==> src/rtl/nco_pkg.sv <==
// nco_pkg: widths, CORDIC arctangent table and shared helpers for the NCO and phase/frequency detector
package nco_pkg;
   localparam int DATA_W     = 8;
   localparam int INT_W      = 10;
   localparam int ITER_COUNT = 7;
   localparam int IDX_W      = $clog2(ITER_COUNT);

   typedef enum logic [1:0] {IDLE, ITER, DONE} pfd_state_t;

   // atan(2^-i) with one full turn = 256 LSB
   function automatic logic [DATA_W-1:0] atan_lut(input logic [IDX_W-1:0] i);
      case (i)
         3'd0:    return 8'd32;
         3'd1:    return 8'd19;
         3'd2:    return 8'd10;
         3'd3:    return 8'd5;
         3'd4:    return 8'd3;
         default: return 8'd1;
      endcase
   endfunction

   function automatic logic [DATA_W-1:0] circ_dist(input logic [DATA_W-1:0] a, input logic [DATA_W-1:0] b);
      logic [DATA_W-1:0] d;
      d = a - b;
      return d[DATA_W-1] ? -d : d;
   endfunction
endpackage

==> src/rtl/cordic_vec_stage.sv <==
// cordic_vec_stage: one CORDIC vectoring micro-rotation driving y toward zero
module cordic_vec_stage
   import nco_pkg::*;
(
   input  logic signed [INT_W-1:0]  x,
   input  logic signed [INT_W-1:0]  y,
   input  logic        [DATA_W-1:0] z,
   input  logic        [IDX_W-1:0]  i,
   output logic signed [INT_W-1:0]  x_next,
   output logic signed [INT_W-1:0]  y_next,
   output logic        [DATA_W-1:0] z_next
);
   logic signed [INT_W-1:0] xs, ys;
   logic pos;
   assign pos    = !y[INT_W-1];
   assign xs     = x >>> i;
   assign ys     = y >>> i;
   assign x_next = pos ? x + ys : x - ys;
   assign y_next = pos ? y - xs : y + xs;
   assign z_next = pos ? z + atan_lut(i) : z - atan_lut(i);
endmodule

==> src/rtl/phase_freq_detector.sv <==
// phase_freq_detector: CORDIC angle of (I,Q), phase-step frequency estimate and lock detection
module phase_freq_detector
   import nco_pkg::*;
#(
   parameter int LOCK_COUNT = 4,
   parameter int LOCK_TOL   = 1
) (
   input  logic              clk,
   input  logic              reset,
   input  logic              in_valid,
   output logic              in_ready,
   input  logic [DATA_W-1:0] sin_in,
   input  logic [DATA_W-1:0] cos_in,
   output logic              out_valid,
   output logic [DATA_W-1:0] phase_out,
   output logic [DATA_W-1:0] freq_out,
   output logic              locked
);
   localparam int CNT_W = $clog2(LOCK_COUNT + 1);

   pfd_state_t state, state_next;
   logic signed [INT_W-1:0] x, y, x_next, y_next, i_ext, q_ext;
   logic [DATA_W-1:0] z, z_next, phase, freq;
   logic [IDX_W-1:0] idx;
   logic [1:0] res_cnt;
   logic [CNT_W-1:0] lock_cnt, lock_next;
   logic zero_in, accept, neg, consistent;

   cordic_vec_stage stage (
      .x(x), .y(y), .z(z), .i(idx),
      .x_next(x_next), .y_next(y_next), .z_next(z_next)
   );

   always_comb begin
      state_next = state;
      case (state)
         IDLE:    state_next = in_valid ? ITER : IDLE;
         ITER:    state_next = idx == IDX_W'(ITER_COUNT - 1) ? DONE : ITER;
         default: state_next = IDLE;
      endcase
   end

   assign in_ready = state == IDLE;
   assign accept   = in_valid && in_ready;
   assign neg      = cos_in[DATA_W-1];
   assign i_ext    = {{(INT_W-DATA_W){cos_in[DATA_W-1]}}, cos_in};
   assign q_ext    = {{(INT_W-DATA_W){sin_in[DATA_W-1]}}, sin_in};

   // phase_out/freq_out double as the stored previous phase and frequency
   assign phase      = zero_in ? '0 : z;
   assign freq       = res_cnt == 2'd0 ? '0 : phase - phase_out;
   assign consistent = res_cnt == 2'd2 && circ_dist(freq, freq_out) <= DATA_W'(LOCK_TOL);
   assign lock_next  = !consistent ? '0 :
                       lock_cnt == CNT_W'(LOCK_COUNT) ? lock_cnt : lock_cnt + CNT_W'(1);

   always_ff @(posedge clk) begin
      if (reset) begin
         state     <= IDLE;
         out_valid <= 1'b0;
         phase_out <= '0;
         freq_out  <= '0;
         locked    <= 1'b0;
         lock_cnt  <= '0;
         res_cnt   <= '0;
      end else begin
         state     <= state_next;
         out_valid <= state == DONE;
         if (state == DONE) begin
            phase_out <= phase;
            freq_out  <= freq;
            lock_cnt  <= lock_next;
            locked    <= lock_next == CNT_W'(LOCK_COUNT);
            res_cnt   <= res_cnt == 2'd2 ? res_cnt : res_cnt + 2'd1;
         end
      end
   end

   // pre-rotation into the right half-plane, then one micro-rotation per ITER cycle
   always_ff @(posedge clk) begin
      if (accept) begin
         x       <= neg ? -i_ext : i_ext;
         y       <= neg ? -q_ext : q_ext;
         z       <= neg ? DATA_W'(1 << (DATA_W - 1)) : '0;
         idx     <= '0;
         zero_in <= cos_in == '0 && sin_in == '0;
      end else if (state == ITER) begin
         x   <= x_next;
         y   <= y_next;
         z   <= z_next;
         idx <= idx + IDX_W'(1);
      end
   end
endmodule

==> config.mk <==
export PLATFORM = sky130hd
export DESIGN_NAME = phase_freq_detector
export DESIGN_NICKNAME = d
export VERILOG_FILES = /design/src/rtl/nco_pkg.sv /design/src/rtl/cordic_vec_stage.sv /design/src/rtl/phase_freq_detector.sv
export SDC_FILE = /design/constraint.sdc
export NUM_CORES = 1
export LEC_CHECK = 0
export CORE_ASPECT_RATIO = 1.4
export CORE_MARGIN = 2
export CORE_UTILIZATION = 30
export DETAILED_ROUTE_END_ITERATION = 12
export HOLD_SLACK_MARGIN = 0.02
export SYNTH_ARGS = -nofsm -noshare
export SYNTH_HDL_FRONTEND = slang
export SYNTH_SLANG_ARGS = --single-unit
==> constraint.sdc <==
create_clock -name clk -period 11.2 [get_ports clk]
set_clock_uncertainty 0.15 [all_clocks]
set_input_delay 1.12 -clock clk [delete_from_list [all_inputs] [get_ports clk]]
set_output_delay 1.12 -clock clk [all_outputs]
set_load 0.02 [all_outputs]
Word level (Yosys, flattened, before mapping)
Cells that the tools add are included.

Flip-flop bits (word level): 57. Bits in latches: 0. Bits in writable memories: 0. Memory bits (read-only): 0. Input port bits: 19. Output and inout port bits: 19. Logic and storage cells: 71. Memories: 0.

Add/sub/neg operators: 14. Multipliers: 0. Div/mod/pow operators: 0. Order comparisons: 1. Equal/unequal tests: 10. Shifts and indexed selects: 2. Muxes and demuxes: 21. Bitwise logic cells: 1. Reductions and logical operators: 10.

Operators with widths (count): $mux W10 (8); $mux W8 (7); $pmux W6 S5 (1); $add A10 B10 Y10 (2); $neg A8 Y10 (2); $sshr A10 B3 Y10 (2); $sub A10 B10 Y10 (2); $logic_not A8 Y1 (2); $sub A8 B8 Y8 (2); $eq A3 B3 Y1 const B (4); $add A8 B6 Y8 (1); $le A8 B1 Y1 const B (1); $neg A8 Y8 (1); $sub A8 B6 Y8 (1); $add A3 B1 Y3 const B (2); $eq A3 B2 Y1 const B (2); $mux W3 (2); $eq A2 B2 Y1 const B (2); $logic_not A2 Y1 (2); $pmux W2 S2 (1); $eq A3 B1 Y1 const B (1); $logic_and A1 B1 Y1 (3); $logic_not A3 Y1 (1); $add A2 B1 Y2 const B (1); 6 further kinds (6).

Logic depth before layout (Yosys ltp)
Gate-level depths: netlist of run 1.

Word-level depth: 10. Gate-level depth with buffers: 19. Depth with buffers taken out: 19.

Hierarchy
A second synthesis of run 1 with hierarchy kept.

Cells, all modules: 698. Area, all modules: 5849.4 um^2.

Modules (own cells, without submodules): phase_freq_detector (instances 1, cells an instance 378, area an instance 3414.5 um^2, seq. area each 1431.4 um^2); cordic_vec_stage (instances 1, cells an instance 320, area an instance 2434.8 um^2, seq. area each 0.0 um^2).

Least setup slack after synthesis of run 1
Ideal clock, no wire load.

Path type: reg-to-reg. From: register idx[0]. To: register y[9] (data pin). Arrival time: 3.328 ns. Slack: 7.463 ns. Cell stages (with the launch flop): 16. Path buffers: 1. Clock period less this slack: 3.737 ns. Cell sequence: dfxtp_1 buf_6 mux4_2 mux2i_2 ha_1 nor2_1 a21oi_1 ha_1 a21o_1 a21oi_1 nor2b_1 o21a_1 o41ai_1 o21ai_0 xor2_1 a21oi_1.

Cells in the longest elaborated chain, start to end: 5. Elaborated cells on any way between the ends: 6.

RTL lines: from (decl) (RTL line phase_freq_detector.sv:24) `logic [IDX_W-1:0] idx;`; from (signal assigned) (RTL line phase_freq_detector.sv:90) `idx <= idx + IDX_W'(1);`; $sshr A10 B3 Y10 * (RTL line cordic_vec_stage.sv:16) `assign xs = x >>> i;`; $sub A10 B10 Y10 / $add A10 B10 Y10 (equally long branches) (RTL line cordic_vec_stage.sv:19) `assign y_next = pos ? y - xs : y + xs;`; $mux W10 * (RTL line cordic_vec_stage.sv:19); $mux W10 * (RTL line phase_freq_detector.sv:86) `end else if (state == ITER) begin`; $mux W10 * (RTL line phase_freq_detector.sv:80) `if (accept) begin`; to (signal assigned) (RTL line phase_freq_detector.sv:82) `y <= neg ? -q_ext : q_ext;`; to (signal assigned) (RTL line phase_freq_detector.sv:88) `y <= y_next;`; to (decl) (RTL line phase_freq_detector.sv:22) `logic signed [INT_W-1:0] x, y, x_next, y_next, i_ext, q_ext;`.

Every way passes the cells marked *; elsewhere a longest branch is shown, timed or not. The select of a mux whose other input is x is not followed. A chain may end at the register's enable or synchronous reset.

Final worst setup path of run 1
From: register idx[1]. To: register y[9] (data pin).

The elaborated chain is that of the path after synthesis.

==> impl_summary.txt, run 1 <==
----------------------------------------------------
[Clocking]
  H-tree levels ... 3
  Clock transition at path regs ... 0.06 ns
  Maximum clock insertion buffer count ... 2
  Clock tree from TritonCTS ... done
  Clock buffer count from CTS ... 9
  Clock latency on the worst-skew pair ... 0.34 ns
  Post-CTS sizing ... 0
  Setup bufs post-CTS ... 0
  Total number of clock tree sinks ... 57
  Total of hold buffers inserted after clock tree synthesis ... 0
  CTS root buf ... sky130_fd_sc_hd__clkbuf_16

[Placement]
  Placer Congestion ... 0.814
  Worst slack at placement ... 6.74 ns
  Placed Area ... roughly 0.006 mm^2
  HPWL Detailed ... between 9 and 10 mm
  Quantity of I/O buffers inserted on ports ... 37

[Cells and area]
  Diodes inserted ... 0
  Proportion of layout cells with a drive suffix above 1 ... approximately 7.3%
  Final net count ... approximately 760
  Area of all placed cells without fillers ... 0.00650 mm^2
  Fillers ... 1930
  Area growth from synthesis to final layout ... 15.9%

[Flow run]
  Max Cap Viol ... 0

[Timing]
  Remaining max-slew budget at the tightest pin ... 44.7%
  Total negative slack ... 0 ns
  Final max-slew violation count ... 0
  Final-layout worst hold slack ... 0.320 ns
  Setup repair after global routing missed its margin ... no
  Least-Margin Pin Slew ... slightly above 0.8 ns
  Achievable clock frequency ... 0.225 GHz
  Shortest period the worst path allows ... 4.45 ns
  Total of endpoints with negative setup slack in the final report ... 0
  Period utilization ... 39.8%
  Count of endpoints failing hold in the final timing report ... 0
  Final WS setup ... between 6 and 7 ns

[Status]
  Run status ... finished clean

[Yosys]
  Post-Synthesis Mean Instance Area ... 8.57 um^2
  Sequential area share after synthesis ... approximately 26%
  Commonest register cell after synthesis ... sky130_fd_sc_hd__edfxtp_1
  Post-synthesis cell type count ... 70
  Async set or reset register ratio after synthesis ... 0%
  Number of synthesized flops with an enable pin ... 29
  Net count after synthesis ... 733
  Number of instances in the synthesized netlist ... 654
  Number of warning messages in the yosys log ... 0
  Register bit total from synthesis ... 57
  Netlist area before placement ... roughly 0.0056 mm^2

[Worst setup path]
  Count of cells along the worst register-to-register path ... 14
  Worst-case register-to-register setup slack ... 6.75 ns
  Timing endpoint of the critical path ... y[9]
  Worst Setup End Kind ... register
  Beginning of the worst register-to-register path ... idx[1]
  Largest driver fanout on the critical path ... 21
  Nature of the critical path startpoint ... register
  Critical path data required time ... 11.13 ns
  Start-to-end type of the worst setup path ... register to register
  Worst r2r dst ... y[9]
  CP Data Arrival Time ... 4.38 ns
  Worst setup startpoint ... idx[1]

[Global route]
  GR Overflow Total ... 0
  First-pass GRT wire length ... 21.7 mm
  Via count of the first global-routing pass ... 4576
  Number of antenna violations at the first check in global routing ... 0
  Overall routing resource usage ... 13.6%
  Pin count of the biggest net entering global routing ... 34

[Die]
  Core Region ... 0.0185 mm^2
  Number of core rows ... 59
  Number of primary I/O pins ... 38
  Die Area ... 0.0198 mm^2
  Die height ... 166 um
  Die boundary width ... 120 um
  Starting density of the core ... 30.4%

[Route]
  Number of vias after detailed routing ... 4656
  Via density per instance ... ~5.0
  Average routed wire per standard cell ... 13.9 um
  Overall routed net length ... about 13 mm
  DRC violations left ... 0
  DRC violation total after the first TritonRoute iteration ... 240
  Detail Route Antenna Nets ... 0
  First drt pass iteration count ... 5

[Power and ir drop]
  Pwr per Cell Area ... slightly above 300 mW/mm^2
  Reported leakage power ... between 2 and 3 nW
  Total power consumption of the routed design ... 0.00197 W
  Max VDD drop ... around 0.00018 V

[Min path]
  HP Class ... register to register

----------------------------------------------------
-- cells in the mapped netlist, types with 5 or more instances --
master                     number  share of area [%]
sky130_fd_sc_hd__nand2_1       69                4.6
sky130_fd_sc_hd__a21oi_1       64                5.7
sky130_fd_sc_hd__nor2_1        63                4.2
sky130_fd_sc_hd__ha_1          55                 12
sky130_fd_sc_hd__inv_1         51                3.4
sky130_fd_sc_hd__o21ai_0       32                2.9
sky130_fd_sc_hd__edfxtp_1      29                 16
sky130_fd_sc_hd__xnor2_1       29                4.5
sky130_fd_sc_hd__dfxtp_1       28                 10
sky130_fd_sc_hd__xor2_1        24                3.7
sky130_fd_sc_hd__nor2b_1       16                1.8
sky130_fd_sc_hd__clkbuf_1      15                1.0
sky130_fd_sc_hd__mux2i_1       10                1.8
sky130_fd_sc_hd__a21o_1         9                1.2
sky130_fd_sc_hd__mux4_2         9                3.6
sky130_fd_sc_hd__nor3_1         9               0.80
sky130_fd_sc_hd__o21bai_1       8                1.1
sky130_fd_sc_hd__o21a_1         7               0.94
sky130_fd_sc_hd__and2_1         6               0.67
sky130_fd_sc_hd__nand2b_1       6               0.67
sky130_fd_sc_hd__o211ai_1       6               0.80
sky130_fd_sc_hd__a31oi_1        5               0.56
sky130_fd_sc_hd__and3_1         5               0.56
sky130_fd_sc_hd__fa_1           5                1.8
sky130_fd_sc_hd__mux4_1         5                2.3
sky130_fd_sc_hd__nand3_1        5               0.45
sky130_fd_sc_hd__nand4_1        5               0.56
sky130_fd_sc_hd__nor4_1         5               0.56
sky130_fd_sc_hd__o31ai_1        5               0.67
-- layout by cell type (no fill, tap or decap), types with 6 or more instances in the layout --
cell / n
sky130_fd_sc_hd__clkdlybuf4s50_1: 37
sky130_fd_sc_hd__mux4_2: 9
sky130_fd_sc_hd__nor3_1: 9
sky130_fd_sc_hd__nand2b_1: 6
sky130_fd_sc_hd__a21o_1: 9
sky130_fd_sc_hd__mux2i_1: 10
sky130_fd_sc_hd__a21oi_1: 64
sky130_fd_sc_hd__o21a_1: 7
sky130_fd_sc_hd__nor2_1: 63
sky130_fd_sc_hd__o21ai_0: 32
sky130_fd_sc_hd__buf_4: 7
sky130_fd_sc_hd__and2_1: 6
sky130_fd_sc_hd__ha_1: 55
sky130_fd_sc_hd__inv_1: 51
sky130_fd_sc_hd__dfxtp_1: 28
sky130_fd_sc_hd__o21bai_1: 8
sky130_fd_sc_hd__nand2_1: 69
sky130_fd_sc_hd__edfxtp_1: 29
sky130_fd_sc_hd__xnor2_1: 29
sky130_fd_sc_hd__xor2_1: 24
sky130_fd_sc_hd__o211ai_1: 6
sky130_fd_sc_hd__nor2b_1: 16
sky130_fd_sc_hd__clkbuf_16: 11
-- report_power, final --
part	leakage (nW)	switching [W]	internal, W
Combinational	1.86	0.000667	0.000586
Clock	0.164	0.000102	0.000205
Sequential	0.521	0.0000774	0.000333
-- critical path, cell delays in order, from the launching register on --
cell and delay (ns):
sky130_fd_sc_hd__dfxtp_1 0.86, sky130_fd_sc_hd__mux4_1 0.67, sky130_fd_sc_hd__mux2i_2 0.27, sky130_fd_sc_hd__ha_1 0.29
sky130_fd_sc_hd__nor2_1 0.08, sky130_fd_sc_hd__a21oi_1 0.07, sky130_fd_sc_hd__ha_1 0.30, sky130_fd_sc_hd__a21o_1 0.15
sky130_fd_sc_hd__a21oi_1 0.21, sky130_fd_sc_hd__nor2b_1 0.08, sky130_fd_sc_hd__o21a_1 0.18, sky130_fd_sc_hd__o41ai_1 0.44
sky130_fd_sc_hd__o21ai_0 0.21, sky130_fd_sc_hd__xor2_1 0.16, sky130_fd_sc_hd__a21oi_1 0.08
-- metrics by stage --
| stage | instances | util (%) |
|---|---|---|
| final | 931 | 35.2 |
| after global routing | 931 | 35.2 |
| after CTS | 931 | 35.2 |
| after detailed placement | 915 | 33.4 |
| after global placement | 915 | 33.4 |
| after floorplan | 654 | - |
-- per-layer routing --
layer  vias to the layer above  share of wire (%)  wire, um  global-route usage (%)
met5                         -                  0         0                       0
met2                        89                 54      6960                    25.8
li1                       2383                  -         -                       -
met3                        21                3.4       438                    2.85
met4                         0                2.2       278                    4.81
met1                      2163                 40      5220                    14.6
-- flip-flops by register name, summed over array words and instances, names as in the netlist --
signal / cells
out_valid: 1
z: 8
idx: 3
zero_in: 1
freq_out: 8
y: 10
locked: 1
lock_cnt: 3
phase_out: 8
state: 2
x: 10
res_cnt: 2
-- kinds of logic (layout without fill, tap and decap cells) --
group	count (synthesis)	count (layout)	synth area share [%]
compound gates	158	158	17.0
xor+xnor	53	53	8.28
fa+ha+maj	60	60	14.1
buf+inv	79	112	6.65
flops	57	57	25.5
mux	31	31	9.40
simple gates	216	216	19.1
-- how the worst min path moves through the flow --
stage                     start  cells past startpoint  slack (ns)          end
floorplan            res_cnt[1]                      2        0.32   res_cnt[1]
CTS                 freq_out[3]                      2        0.33  freq_out[3]
finish              freq_out[3]                      2        0.32  freq_out[3]
global route        freq_out[2]                      2        0.36  freq_out[2]
detailed placement  freq_out[3]                      2        0.32  freq_out[3]
global placement    freq_out[2]                      2        0.31  freq_out[2]
-- area by class of cell --
| class | instances | area [um^2] | share of cell area (%) |
|---|---|---|---|
| clock inverters | 3 | 42.5 | 0.655 |
| inverters | 52 | 200 | 3.08 |
| flip-flops and latches | 57 | 1430 | 22.0 |
| clock buffers | 13 | 293 | 4.51 |
| well taps | 244 | 305 | 4.70 |
| repair buffers | 44 | 423 | 6.51 |
| multi-input cells | 518 | 3800 | 58.5 |
Power figures use the tool's default switching activity.
==> run 2: changes to the inputs <==
- clock period: 11.2 -> 4.2 ns (I/O delays scaled with it)
==> run 2 against run 1 <==
  * Sequential power increased to 2.6 times the previous value
  * First-iteration DRC count decreased by 0.83%
  * Combinational power increased to 2.8 times the previous value
  * Non-clock buffer count increased by 13
  * Global-route usage increased by 0.63 points
  * Routed wire length increased by 3.9%
  * Critical path depth increased by 5
  * Sequential share of layout area decreased by 0.38 points
  * Die area unchanged
  * Flip-flop and latch count unchanged
  * Via count increased by 0.62%
  * Cell area increased by 1.8%
==> impl_summary.txt, run 2 (synthesis gave the netlist of run 1 again) <==
----------------------------------------------------
[Timing]
  Setup repair after global routing missed its margin ... no
  Total negative slack ... 0 ns
  Least-Margin Pin Slew ... 0.934 ns
  Achievable clock frequency ... 0.255 GHz
  Period utilization ... 93.2%
  Final max-slew violation count ... 0
  Count of endpoints failing hold in the final timing report ... 0
  Remaining max-slew budget at the tightest pin ... between 30% and 40%
  Total of endpoints with negative setup slack in the final report ... 0
  Shortest period the worst path allows ... 3.92 ns
  Final WS setup ... 0.284 ns
  Final-layout worst hold slack ... 0.318 ns

[Cells and area]
  Area of all placed cells without fillers ... 0.00662 mm^2
  Proportion of layout cells with a drive suffix above 1 ... 10.6%
  Finished Layout Cells ... 944
  Most frequent cells in the layout ... sky130_fd_sc_hd__nand2_1 (69), sky130_fd_sc_hd__nor2_1 (62), sky130_fd_sc_hd__a21oi_1 (61)
  Final net count ... 774
  Commonest non-fill, non-tap cell in the layout ... sky130_fd_sc_hd__nand2_1
  Diodes inserted ... 0
  Registers with the highest flip-flop counts ... x (10), y (10)
  Area growth from synthesis to final layout ... 18.0%

[Placement]
  Quantity of I/O buffers inserted on ports ... 37
  DP Cell Count ... about 930
  Placed Area ... 0.00626 mm^2
  Worst slack at placement ... slightly above 0.08 ns
  Placer Congestion ... 0.846
  HPWL Detailed ... 10.1 mm

[Worst setup path]
  Largest driver fanout on the critical path ... 4
  Worst Setup End Kind ... register
  Worst r2r dst ... lock_cnt[0]
  Nature of the critical path startpoint ... register
  Count of cells along the worst register-to-register path ... 19
  Start-to-end type of the worst setup path ... register to register
  Beginning of the worst register-to-register path ... z[0]
  CP Data Arrival Time ... 4.03 ns
  Worst-case register-to-register setup slack ... 0.28 ns
  Critical path data required time ... 4.31 ns

[Status]
  Run status ... finished clean

[Clocking]
  Total number of clock tree sinks ... 57
  Clock latency on the worst-skew pair ... 0.34 ns
  H-tree levels ... 3
  Clock tree from TritonCTS ... done
  Maximum clock insertion buffer count ... 2
  Clock buffer count from CTS ... 9
  CTS root buf ... sky130_fd_sc_hd__clkbuf_16
  Clock transition at path regs ... approximately 0.060 ns

[Min path]
  Cell depth of the worst min-delay path ... 2
  Worst-case hold path end point ... freq_out[6]
  HP Class ... register to register
  Hold Path Origin ... freq_out[6]

[Power and ir drop]
  Max VDD drop ... 0.000446 V
  Total internal power ... 0.00303 W
  Part of the total power dissipated in combinational logic ... 66.1%
  Pwr per Cell Area ... 811 mW/mm^2
  Clk pwr share ... 13.9%
  Reported leakage power ... 2.60 nW
  Psw ... 0.00234 W
  Switching Fraction ... 43.5%
  Share of total power in sequential cells ... 20.0%

[Die]
  Die Area ... 0.0198 mm^2
  Number of core rows ... 59
  Core Region ... around 0.018 mm^2
  Die height ... 166 um
  Die boundary width ... 120 um
  Number of primary I/O pins ... 38
  Starting density of the core ... 30.4%

[Route]
  DRC violation total after the first TritonRoute iteration ... 238
  DRC violations left ... 0
  First drt pass iteration count ... 4
  Number of vias after detailed routing ... 4685
  Detail Route Antenna Nets ... 0
  Overall routed net length ... 13.4 mm
  Via density per instance ... 4.96
  Average routed wire per standard cell ... 14.2 um

[Global route]
  Overall routing resource usage ... 14.2%
  Via count of the first global-routing pass ... 4724
  First-pass GRT wire length ... 22.6 mm
  GR Overflow Total ... 0
  Pin count of the biggest net entering global routing ... 33
  Number of antenna violations at the first check in global routing ... 0

[Flow run]
  Max Cap Viol ... 0

----------------------------------------------------
-- run 2: per-stage QoR --
stage | utilization [%] | total power [W]
4_1_cts | 35.6 | 0.00535
3_5_place_dp | 33.9 | 0.00455
2_1_floorplan | - | 0.00383
6_report | 35.8 | 0.00537
3_3_place_gp | 33.9 | 0.00453
5_1_grt | 35.8 | 0.00591
-- run 2: worst max path at each step --
stage / from / slack (ns) / cells after the start / endpoint
after floorplan: idx[0] / 0.46 / 15 / y[9]
after global placement: z[0] / 0.11 / 19 / lock_cnt[2]
after detailed placement: z[0] / 0.08 / 19 / lock_cnt[0]
after CTS: z[0] / 0.02 / 19 / lock_cnt[0]
after global routing: idx[0] / 0.002 / 15 / y[8]
final: z[0] / 0.28 / 19 / lock_cnt[0]
-- run 2: layer usage --
metal  share of wire (%)  vias up  wire length, um  GRT usage (%)
met2                  52       80             7000           25.7
met5                   0        -                0              0
met4                 4.4        0              588           8.49
met1                  41     2166             5480           15.6
met3                 2.5       35              338           1.99
li1                    -     2404                -              -
-- run 2: final cells by class --
cell class | count | area [um^2]
clock inverters | 5 | 55.1
fillers | 1958 | 11800
inverters | 52 | 200
well taps | 244 | 305
clock buffers | 11 | 243
repair buffers | 57 | 533
flip-flops and latches | 57 | 1430
multi-input cells | 518 | 3850
-- run 2: worst max-delay path: stages (launching register included) --
cell                       delay [ns]
sky130_fd_sc_hd__edfxtp_1        0.42
sky130_fd_sc_hd__nand2b_4        0.10
sky130_fd_sc_hd__ha_2            0.18
sky130_fd_sc_hd__inv_1           0.06
sky130_fd_sc_hd__fa_2            0.35
sky130_fd_sc_hd__a21o_1          0.19
sky130_fd_sc_hd__a21oi_2         0.16
sky130_fd_sc_hd__o21bai_1        0.08
sky130_fd_sc_hd__a21oi_1         0.16
sky130_fd_sc_hd__xor2_1          0.16
sky130_fd_sc_hd__nor2_1          0.08
sky130_fd_sc_hd__ha_1            0.32
sky130_fd_sc_hd__nand3b_1        0.11
sky130_fd_sc_hd__o21ai_0         0.09
sky130_fd_sc_hd__a21oi_1         0.12
sky130_fd_sc_hd__o211ai_1        0.12
sky130_fd_sc_hd__or4_1           0.51
sky130_fd_sc_hd__a21oi_2         0.19
sky130_fd_sc_hd__nor2_2          0.09
sky130_fd_sc_hd__o211ai_1        0.18
-- run 2: power by group through the flow --
stage          sequential [W]  clock (W)  combinational [W]
6_report              0.00107   0.000746            0.00355
5_1_grt               0.00109   0.000786            0.00403
4_1_cts               0.00107   0.000769            0.00352
3_5_place_dp          0.00108          0            0.00347
3_3_place_gp          0.00107          0            0.00346
2_1_floorplan        0.000999          0            0.00284
-- run 2: what timing repair did --
| action | in CTS | in global routing |
|---|---|---|
| hold buffers | 0 | 0 |
| buffers inserted | 0 | 1 |
| gates resized for setup | 0 | 13 |
| setup endpoints to repair | 0 | 9 |
